### config.mk
export PLATFORM = sky130hd
export DESIGN_NAME = mc_ctrl_flat
export DESIGN_NICKNAME = d
export VERILOG_FILES = /design/src/rtl/mc_ctrl_if.sv /design/src/rtl/mc_ctrl.sv /design/src/flat_wrapper.sv
export SDC_FILE = /design/constraint.sdc
export NUM_CORES = 1
export LEC_CHECK = 0
export ABC_AREA = 1
export BUFFER_PORTS_ARGS = -buffer_cell sky130_fd_sc_hd__buf_4
export CORE_AREA = 2 2 39 41
export DETAILED_ROUTE_END_ITERATION = 10
export DIE_AREA = 0 0 41 43
export HOLD_SLACK_MARGIN = 0.05
export PLACE_DENSITY = 0.76
export SLEW_MARGIN = 15
export SYNTH_ARGS = -nofsm -noshare
export SYNTH_HDL_FRONTEND = slang
export SYNTH_SLANG_ARGS = --single-unit
export TNS_END_PERCENT = 100
### constraint.sdc
create_clock -name clk -period 3.1 [get_ports clk]
set_input_delay 0.155 -clock clk [delete_from_list [all_inputs] [get_ports clk]]
set_output_delay 0.155 -clock clk [all_outputs]
set_load 0.02 [all_outputs]
### src/rtl/mc_ctrl_if.sv
// rtl/mc_ctrl_if.sv - control bundle between the multicycle controller and its datapath
interface mc_ctrl_if;
  logic [5:0] opcode;
  logic [5:0] funct;
  logic       zero;
  logic       pc_we;
  logic       ir_we;
  logic [1:0] npc_sel;
  logic [1:0] ext_op;
  logic [2:0] alu_op;
  logic       alu_src_b;
  logic       reg_we;
  logic [1:0] reg_dst;
  logic [1:0] wd_sel;
  logic       mem_we;
  logic       instr_done;
  logic [2:0] state;

  // Controller side: reads instruction fields and flags, drives every control line.
  modport master (
    input  opcode, funct, zero,
    output pc_we, ir_we, npc_sel, ext_op, alu_op, alu_src_b,
    output reg_we, reg_dst, wd_sel, mem_we, instr_done, state
  );

  // Datapath side: the mirror image.
  modport slave (
    output opcode, funct, zero,
    input  pc_we, ir_we, npc_sel, ext_op, alu_op, alu_src_b,
    input  reg_we, reg_dst, wd_sel, mem_we, instr_done, state
  );
endinterface

### src/rtl/mc_ctrl.sv
// rtl/mc_ctrl.sv - multicycle MIPS-subset controller FSM; MC_CTRL_ILLEGAL_TRAP_EN traps undecoded instructions into HALT
module mc_ctrl (
  input  logic     clk,
  input  logic     reset,
  mc_ctrl_if.master bus
);

  typedef enum logic [2:0] {
    FETCH  = 3'd0,
    DECODE = 3'd1,
    EXEC   = 3'd2,
    MEM    = 3'd3,
    WB     = 3'd4,
    HALT   = 3'd5
  } state_t;

  state_t state_q, state_d;

  logic is_r, is_addu, is_subu, is_jr, is_nop;
  logic is_ori, is_lui, is_lw, is_sw, is_beq, is_j, is_jal;
  logic is_illegal;
  logic [1:0] ext_sel;

  // Instruction class decode from the IR fields; an all-zero R-type word is nop.
  always_comb begin
    is_r       = (bus.opcode == 6'b000000);
    is_addu    = is_r && (bus.funct == 6'b100001);
    is_subu    = is_r && (bus.funct == 6'b100011);
    is_jr      = is_r && (bus.funct == 6'b001000);
    is_nop     = is_r && (bus.funct == 6'b000000);
    is_ori     = (bus.opcode == 6'b001101);
    is_lui     = (bus.opcode == 6'b001111);
    is_lw      = (bus.opcode == 6'b100011);
    is_sw      = (bus.opcode == 6'b101011);
    is_beq     = (bus.opcode == 6'b000100);
    is_j       = (bus.opcode == 6'b000010);
    is_jal     = (bus.opcode == 6'b000011);
    is_illegal = !(is_addu || is_subu || is_jr || is_nop || is_ori || is_lui ||
                   is_lw || is_sw || is_beq || is_j || is_jal);
    if (is_ori)      ext_sel = 2'b01;
    else if (is_lui) ext_sel = 2'b10;
    else             ext_sel = 2'b00;
  end

  // Next-state and control outputs; everything is forced quiet while reset is high.
  always_comb begin
    state_d        = state_q;
    bus.pc_we      = 1'b0;
    bus.ir_we      = 1'b0;
    bus.npc_sel    = 2'b00;
    bus.ext_op     = 2'b00;
    bus.alu_op     = 3'b000;
    bus.alu_src_b  = 1'b0;
    bus.reg_we     = 1'b0;
    bus.reg_dst    = 2'b00;
    bus.wd_sel     = 2'b00;
    bus.mem_we     = 1'b0;
    bus.instr_done = 1'b0;

    case (state_q)
      FETCH: begin
        bus.ir_we = 1'b1;
        bus.pc_we = 1'b1;
        state_d   = DECODE;
      end
      DECODE: begin
        bus.ext_op = ext_sel;
        if (is_illegal) begin
`ifdef MC_CTRL_ILLEGAL_TRAP_EN
          state_d = HALT;
`else
          bus.instr_done = 1'b1;
          state_d        = FETCH;
`endif
        end else if (is_j || is_jal) begin
          bus.pc_we      = 1'b1;
          bus.npc_sel    = 2'b01;
          bus.instr_done = 1'b1;
          state_d        = FETCH;
          if (is_jal) begin
            bus.reg_we  = 1'b1;
            bus.reg_dst = 2'b10;
            bus.wd_sel  = 2'b10;
          end
        end else if (is_jr) begin
          bus.pc_we      = 1'b1;
          bus.npc_sel    = 2'b10;
          bus.instr_done = 1'b1;
          state_d        = FETCH;
        end else if (is_nop) begin
          bus.instr_done = 1'b1;
          state_d        = FETCH;
        end else begin
          state_d = EXEC;
        end
      end
      EXEC: begin
        bus.ext_op = ext_sel;
        if (is_subu || is_beq)     bus.alu_op = 3'b001;
        else if (is_ori || is_lui) bus.alu_op = 3'b010;
        else                       bus.alu_op = 3'b000;
        bus.alu_src_b = is_ori || is_lui || is_lw || is_sw;
        if (is_beq) begin
          bus.pc_we      = bus.zero;
          bus.npc_sel    = 2'b11;
          bus.instr_done = 1'b1;
          state_d        = FETCH;
        end else if (is_lw || is_sw) begin
          state_d = MEM;
        end else begin
          state_d = WB;
        end
      end
      MEM: begin
        bus.ext_op = ext_sel;
        if (is_sw) begin
          bus.mem_we     = 1'b1;
          bus.instr_done = 1'b1;
          state_d        = FETCH;
        end else begin
          state_d = WB;
        end
      end
      WB: begin
        bus.ext_op     = ext_sel;
        bus.reg_we     = 1'b1;
        bus.reg_dst    = is_r ? 2'b01 : 2'b00;
        bus.wd_sel     = is_lw ? 2'b01 : 2'b00;
        bus.instr_done = 1'b1;
        state_d        = FETCH;
      end
      HALT: begin
        state_d = HALT;
      end
      default: begin
        state_d = FETCH;
      end
    endcase

    if (reset) begin
      bus.pc_we      = 1'b0;
      bus.ir_we      = 1'b0;
      bus.npc_sel    = 2'b00;
      bus.ext_op     = 2'b00;
      bus.alu_op     = 3'b000;
      bus.alu_src_b  = 1'b0;
      bus.reg_we     = 1'b0;
      bus.reg_dst    = 2'b00;
      bus.wd_sel     = 2'b00;
      bus.mem_we     = 1'b0;
      bus.instr_done = 1'b0;
    end
  end

  // State register; reset lands in FETCH without waiting for a clock edge.
  always_ff @(posedge clk or posedge reset) begin
    if (reset) state_q <= FETCH;
    else       state_q <= state_d;
  end

  assign bus.state = state_q;

endmodule

### src/flat_wrapper.sv
// flat-port wrapper written by rule: the top's interface ports become plain ports
module mc_ctrl_flat 
  (clk, reset, bus_opcode, bus_funct, bus_zero, bus_pc_we, bus_ir_we, bus_npc_sel, bus_ext_op, bus_alu_op, bus_alu_src_b, bus_reg_we, bus_reg_dst, bus_wd_sel, bus_mem_we, bus_instr_done, bus_state);
  mc_ctrl_if bus_i ();
  input  logic clk;
  input  logic reset;
  input wire logic [$bits(bus_i.opcode)-1:0] bus_opcode;
  input wire logic [$bits(bus_i.funct)-1:0] bus_funct;
  input wire logic [$bits(bus_i.zero)-1:0] bus_zero;
  output wire logic [$bits(bus_i.pc_we)-1:0] bus_pc_we;
  output wire logic [$bits(bus_i.ir_we)-1:0] bus_ir_we;
  output wire logic [$bits(bus_i.npc_sel)-1:0] bus_npc_sel;
  output wire logic [$bits(bus_i.ext_op)-1:0] bus_ext_op;
  output wire logic [$bits(bus_i.alu_op)-1:0] bus_alu_op;
  output wire logic [$bits(bus_i.alu_src_b)-1:0] bus_alu_src_b;
  output wire logic [$bits(bus_i.reg_we)-1:0] bus_reg_we;
  output wire logic [$bits(bus_i.reg_dst)-1:0] bus_reg_dst;
  output wire logic [$bits(bus_i.wd_sel)-1:0] bus_wd_sel;
  output wire logic [$bits(bus_i.mem_we)-1:0] bus_mem_we;
  output wire logic [$bits(bus_i.instr_done)-1:0] bus_instr_done;
  output wire logic [$bits(bus_i.state)-1:0] bus_state;
  assign bus_i.opcode = bus_opcode;
  assign bus_i.funct = bus_funct;
  assign bus_i.zero = bus_zero;
  assign bus_pc_we = bus_i.pc_we;
  assign bus_ir_we = bus_i.ir_we;
  assign bus_npc_sel = bus_i.npc_sel;
  assign bus_ext_op = bus_i.ext_op;
  assign bus_alu_op = bus_i.alu_op;
  assign bus_alu_src_b = bus_i.alu_src_b;
  assign bus_reg_we = bus_i.reg_we;
  assign bus_reg_dst = bus_i.reg_dst;
  assign bus_wd_sel = bus_i.wd_sel;
  assign bus_mem_we = bus_i.mem_we;
  assign bus_instr_done = bus_i.instr_done;
  assign bus_state = bus_i.state;
  mc_ctrl u_core (.clk(clk), .reset(reset), .bus(bus_i));
endmodule
## After elaboration in Yosys (flattened, before gate mapping)

Index checks and enable logic that the tools add are counted.

| cells by class | value |
|---|---|
| eq/ne operators | 15 |
| mux-type cells | 56 |
| reduce and logical (&&, ||, !) cells | 24 |

Operator list:

| operator | number |
|---|---|
| $mux W2 | 16 |
| $mux W3 | 9 |
| $eq A6 B6 Y1 const B | 4 |
| $mux W1 | 24 |
| $eq A6 B4 Y1 const B | 3 |
| $logic_or A1 B1 Y1 | 16 |
| $pmux W3 S5 | 1 |
| $eq A6 B2 Y1 const B | 2 |
| $logic_not A6 Y1 | 2 |
| $pmux W2 S2 | 3 |
| $eq A3 B2 Y1 const B | 2 |
| $eq A3 B3 Y1 const B | 2 |
| $eq A6 B3 Y1 const B | 1 |
| $logic_and A1 B1 Y1 | 4 |
| $pmux W1 S4 | 1 |
| $reduce_or A4 Y1 | 1 |
| $eq A3 B1 Y1 const B | 1 |
| $logic_not A3 Y1 | 1 |
| $pmux W1 S3 | 1 |
| $pmux W1 S2 | 1 |

| storage, ports and cells | value |
|---|---|
| register bits after elaboration | 3 |
| bits of input ports | 15 |
| output and inout port bits | 20 |

## Depth between registers and ports, before layout

| logic depth | value |
|---|---|
| word-level depth | 15 |
| depth in mapped cells | 9 |

## Worst setup path after synthesis

No wires, ideal clock.

| timing | value |
|---|---|
| path type | reg-to-output |
| from | register u_core.state_q[1] (netlist: u_core.bus.state[1]) |
| to | output bus_wd_sel[1] |
| arrival | 1715 ps |
| required time | 2945 ps |
| slack | 1230 ps |
| cell stages (with the launch flop) | 7 |
| cell sequence | dfrtp_1 > inv_1 > nand3_1 > nor2_1 > inv_1 > nor3_1 > buf_4 |

| on the way | value |
|---|---|
| longest elaborated chain between the ends | 3 |
| elaborated cells between the ends (all ways) | 4 |

RTL lines:

| what | line | text |
|---|---|---|
| start: declaration | mc_ctrl.sv:17 | `state_t state_q, state_d;` |
| start signal: assignment | mc_ctrl.sv:158 | `else state_q <= state_d;` |
| $eq A3 B3 Y1 / $eq A3 B1 Y1 (equally long branches) | mc_ctrl.sv:60 | `case (state_q)` |
| $pmux W2 S2 (*) | mc_ctrl.sv:60 |  |
| $mux W2 (*) | mc_ctrl.sv:140 | `if (reset) begin` |
| end: declaration | flat_wrapper.sv:18 | `output wire logic [$bits(bus_i.wd_sel)-1:0] bus_wd_sel;` |

Mark *: on every way between the ends. The rest lies on a longest branch, timed or not.

## Final worst setup path

| timing | value |
|---|---|
| from | register u_core.state_q[2] (netlist: u_core.bus.state[2]) |
| to | output bus_reg_dst[1] |

| on the way | value |
|---|---|
| longest elaborated chain between the ends | 3 |
| elaborated cells between the ends (all ways) | 4 |

RTL lines:

| what | line | text |
|---|---|---|
| $eq A3 B3 Y1 / $eq A3 B1 Y1 (equally long branches) | mc_ctrl.sv:60 |  |
| $pmux W2 S2 (*) | mc_ctrl.sv:60 |  |
| $mux W2 (*) | mc_ctrl.sv:140 |  |
| end: declaration | flat_wrapper.sv:17 | `output wire logic [$bits(bus_i.reg_dst)-1:0] bus_reg_dst;` |

Marks and branches as above.

==> run summary <==
CTS root buf -> clkbuf_4
RePlAce Congestion -> 0.834
first-pass GRT wire length -> 2410 um
critical path arrival -> 1620 ps
final core occ -> 58.4%
WL met2 -> 792 um
crit path to -> bus_reg_dst[1]
antenna violations before repair -> 0
RSZ-0062 raised after global routing -> no
CTS tree -> done
largest family of logic cells by synthesized area -> simple AND/OR/NAND/NOR gates
P per Cell Area -> 185 nW/um^2
Die Area -> 1760 um^2
Post-Syn Area per Cell -> 5.30 um^2
Worst EP required -> 2940 ps
adder-cell share of the synthesized area -> 0%
period utilisation layout -> 57.4%
syn nets -> 114
RR Startpoint -> u_core.bus.state[0]
synth unique cells -> 19
Worst-path clk slew -> 40 ps
# H-tree levels -> 1
Setup Fix Bufs, Post-CTS -> 0
CTS buffer count -> 3
CP endpoint kind -> primary output
Max Slew Vio Count -> 0
CP delay by family, top -> simple AND/OR/NAND/NOR gates
Design Area, Final -> 808 um^2
Starting DRT DRC Count -> 14
drt drc -> 0
compound-cell area share of the yosys netlist -> 10.0%
Net Switching -> 0.0453 mW
ANT cells -> 0
worst skew pair latency -> 250 ps
Combinational Power Share -> 23.4%
# resized after CTS -> 0
vias in the first global route -> 625
Sw Ratio -> 30.2%
Met1 Routed Length -> 585 um
Leak Pwr -> 0.431 nW
register bit total from synthesis -> 3
R2R Setup Slk -> 2020 ps
Routed WL per cell -> 10.7 um
Total Wirelength -> 1610 um
dpl ws -> 1610 ps
worst path bufs/invs -> 3
Final TNS setup -> 0 ps
IO buf count -> 33
Initial Util -> 37.9%
MaxCap Viol Count -> 0
worst-path cell chain -> inv_2 > nand3_1 > nor2_1 > inv_1 > nor3_1 > buf_4
Power, Total -> 0.150 mW
pin count of the biggest net entering global routing -> 10
Post-Syn Area -> 524 um^2
Critical Path Source -> u_core.bus.state[2]
Max stage delay cell, worst path -> dfrtp_1
Post-Synth XOR/XNOR Area -> 0%
vias per inst -> 4.95
sequential power share -> 26.3%
stages on the worst setup path -> 6
CORE AREA -> 1380 um^2
maximum VDD drop -> 0.140 mV
TritonRoute pass-1 iters -> 4
fmax -> 562 MHz
total grt overflow -> 0
Synth Area in Simple Gates -> 58.2%
Post-DP HPWL -> 1340 um
highest routed metal layer -> met4
Max FO, Critical Path -> 7
dpl cells -> 145
final hold violation count -> 0
placed cell area -> 772 um^2
filler cell count -> 153
Detail Route Antenna Nets -> 0
Die Y -> 43 um
row count -> 14
worst hold-check path type -> primary input to flip-flop
Yosys warnings -> 0
final setup vio count -> 0
reg2reg path depth -> 5
cts hold-fix bufs -> 1
fin cells -> 150
mux cell area share after synthesis -> 0%
WS Path Type -> flip-flop to primary output
hold slack final -> 289 ps
Tmin final -> 1780 ps
Pint -> 0.104 mW
nets@finish -> 150
Post-Syn Instances -> 99
max reg flops -> 3
sequential area share after synthesis -> 14.3%
Max Buffers Root-to-Sink -> 2
Die Span X -> 41 um
clk_skew -> 9.45 ps
routed vias -> 743
Synth-to-Final Area Change -> 54.2%
worst reg2reg endpoint -> u_core.bus.state[0]
PnR worst setup slack -> 1320 ps
max incr delay on CP -> 470 ps
layout cells sized above 1 -> 32.8%
GRT Overall Usage -> 20.8%
outcome -> finished, final reports clean
met3 WL -> 197 um
I/O pin cnt -> 35
CTS sink count -> 3
clock share of power -> 50.3%
crit start category -> flip-flop
==> synth_stat cells <==
library cell	instances	area, um^2
buf_2	1	5.00
a21oi_2	1	8.76
a211o_1	1	8.76
inv_2	1	3.75
inv_1	17	63.8
buf_4	2	15.0
nor3_4	1	16.3
nor2_1	24	90.1
nor2_2	4	25.0
conb_1	1	3.75
nand3b_1	1	7.51
nor3_1	2	10.0
nand4_1	2	12.5
o31ai_2	1	12.5
dfrtp_1	3	75.1
a21oi_1	3	15.0
nand2_1	17	63.8
nand3_1	16	80.1
o211ai_1	1	7.51
==> placed cells by master, fill, tap and decap left out, types with 2 or more instances in the layout <==
cell,count
a21oi_1,3
clkbuf_4,3
nor2_1,24
nand4_1,2
nand2_1,17
nor2_2,4
buf_4,33
inv_1,17
dfrtp_1,3
nor3_1,2
nand3_1,16
==> layout make-up <==
class	instances	area (um^2)	area share [%]
flip-flops and latches	3	75.1	9.29
clock buffers	4	26.3	3.25
repair buffers	34	258	31.9
well taps	16	20.0	2.48
multi-input cells	75	362	44.7
inverters	18	67.6	8.36
==> power groups by stage <==
| stage | clock network, mW | logic [mW] | registers [mW] |
|---|---|---|---|
| finish | 0.0753 | 0.0351 | 0.0394 |
| global route | 0.0804 | 0.0394 | 0.0393 |
| CTS | 0.0775 | 0.0352 | 0.0393 |
| detailed placement | 0 | 0.0341 | 0.0399 |
| global placement | 0 | 0.0334 | 0.0399 |
| floorplan | 0 | 0.0157 | 0.0399 |
==> how the worst min path moves through the flow <==
stage             startpoint                   to  slack (ps)  cells past startpoint
6_report       bus_opcode[2]  u_core.bus.state[1]         290                      4
3_5_place_dp           reset  u_core.bus.state[0]         130                      2
5_1_grt        bus_opcode[2]  u_core.bus.state[1]         300                      4
3_3_place_gp           reset  u_core.bus.state[1]         130                      2
2_1_floorplan          reset  u_core.bus.state[0]         100                      2
4_1_cts        bus_opcode[2]  u_core.bus.state[1]         280                      4
==> tightest hold or removal path, stage by stage <==
cell,delay (ps)
buf_4,100
inv_1,60
nand3_1,120
nand2_1,60
==> metal layers <==
layer	up-vias	track usage, %
met2	48	33.8
met3	5	5.24
met1	306	22.8
li1	384	-
met4	0	12.0
met5	-	0
==> cells by family (layout without fill, tap and decap cells) <==
kind of cell | after synthesis | after routing
AOI/OAI and AO/OA | 7 | 7
DFF | 3 | 3
buffers and inverters | 21 | 56
and+or+nand+nor | 67 | 67
other | 1 | 1
Power figures use the tool's default switching activity.
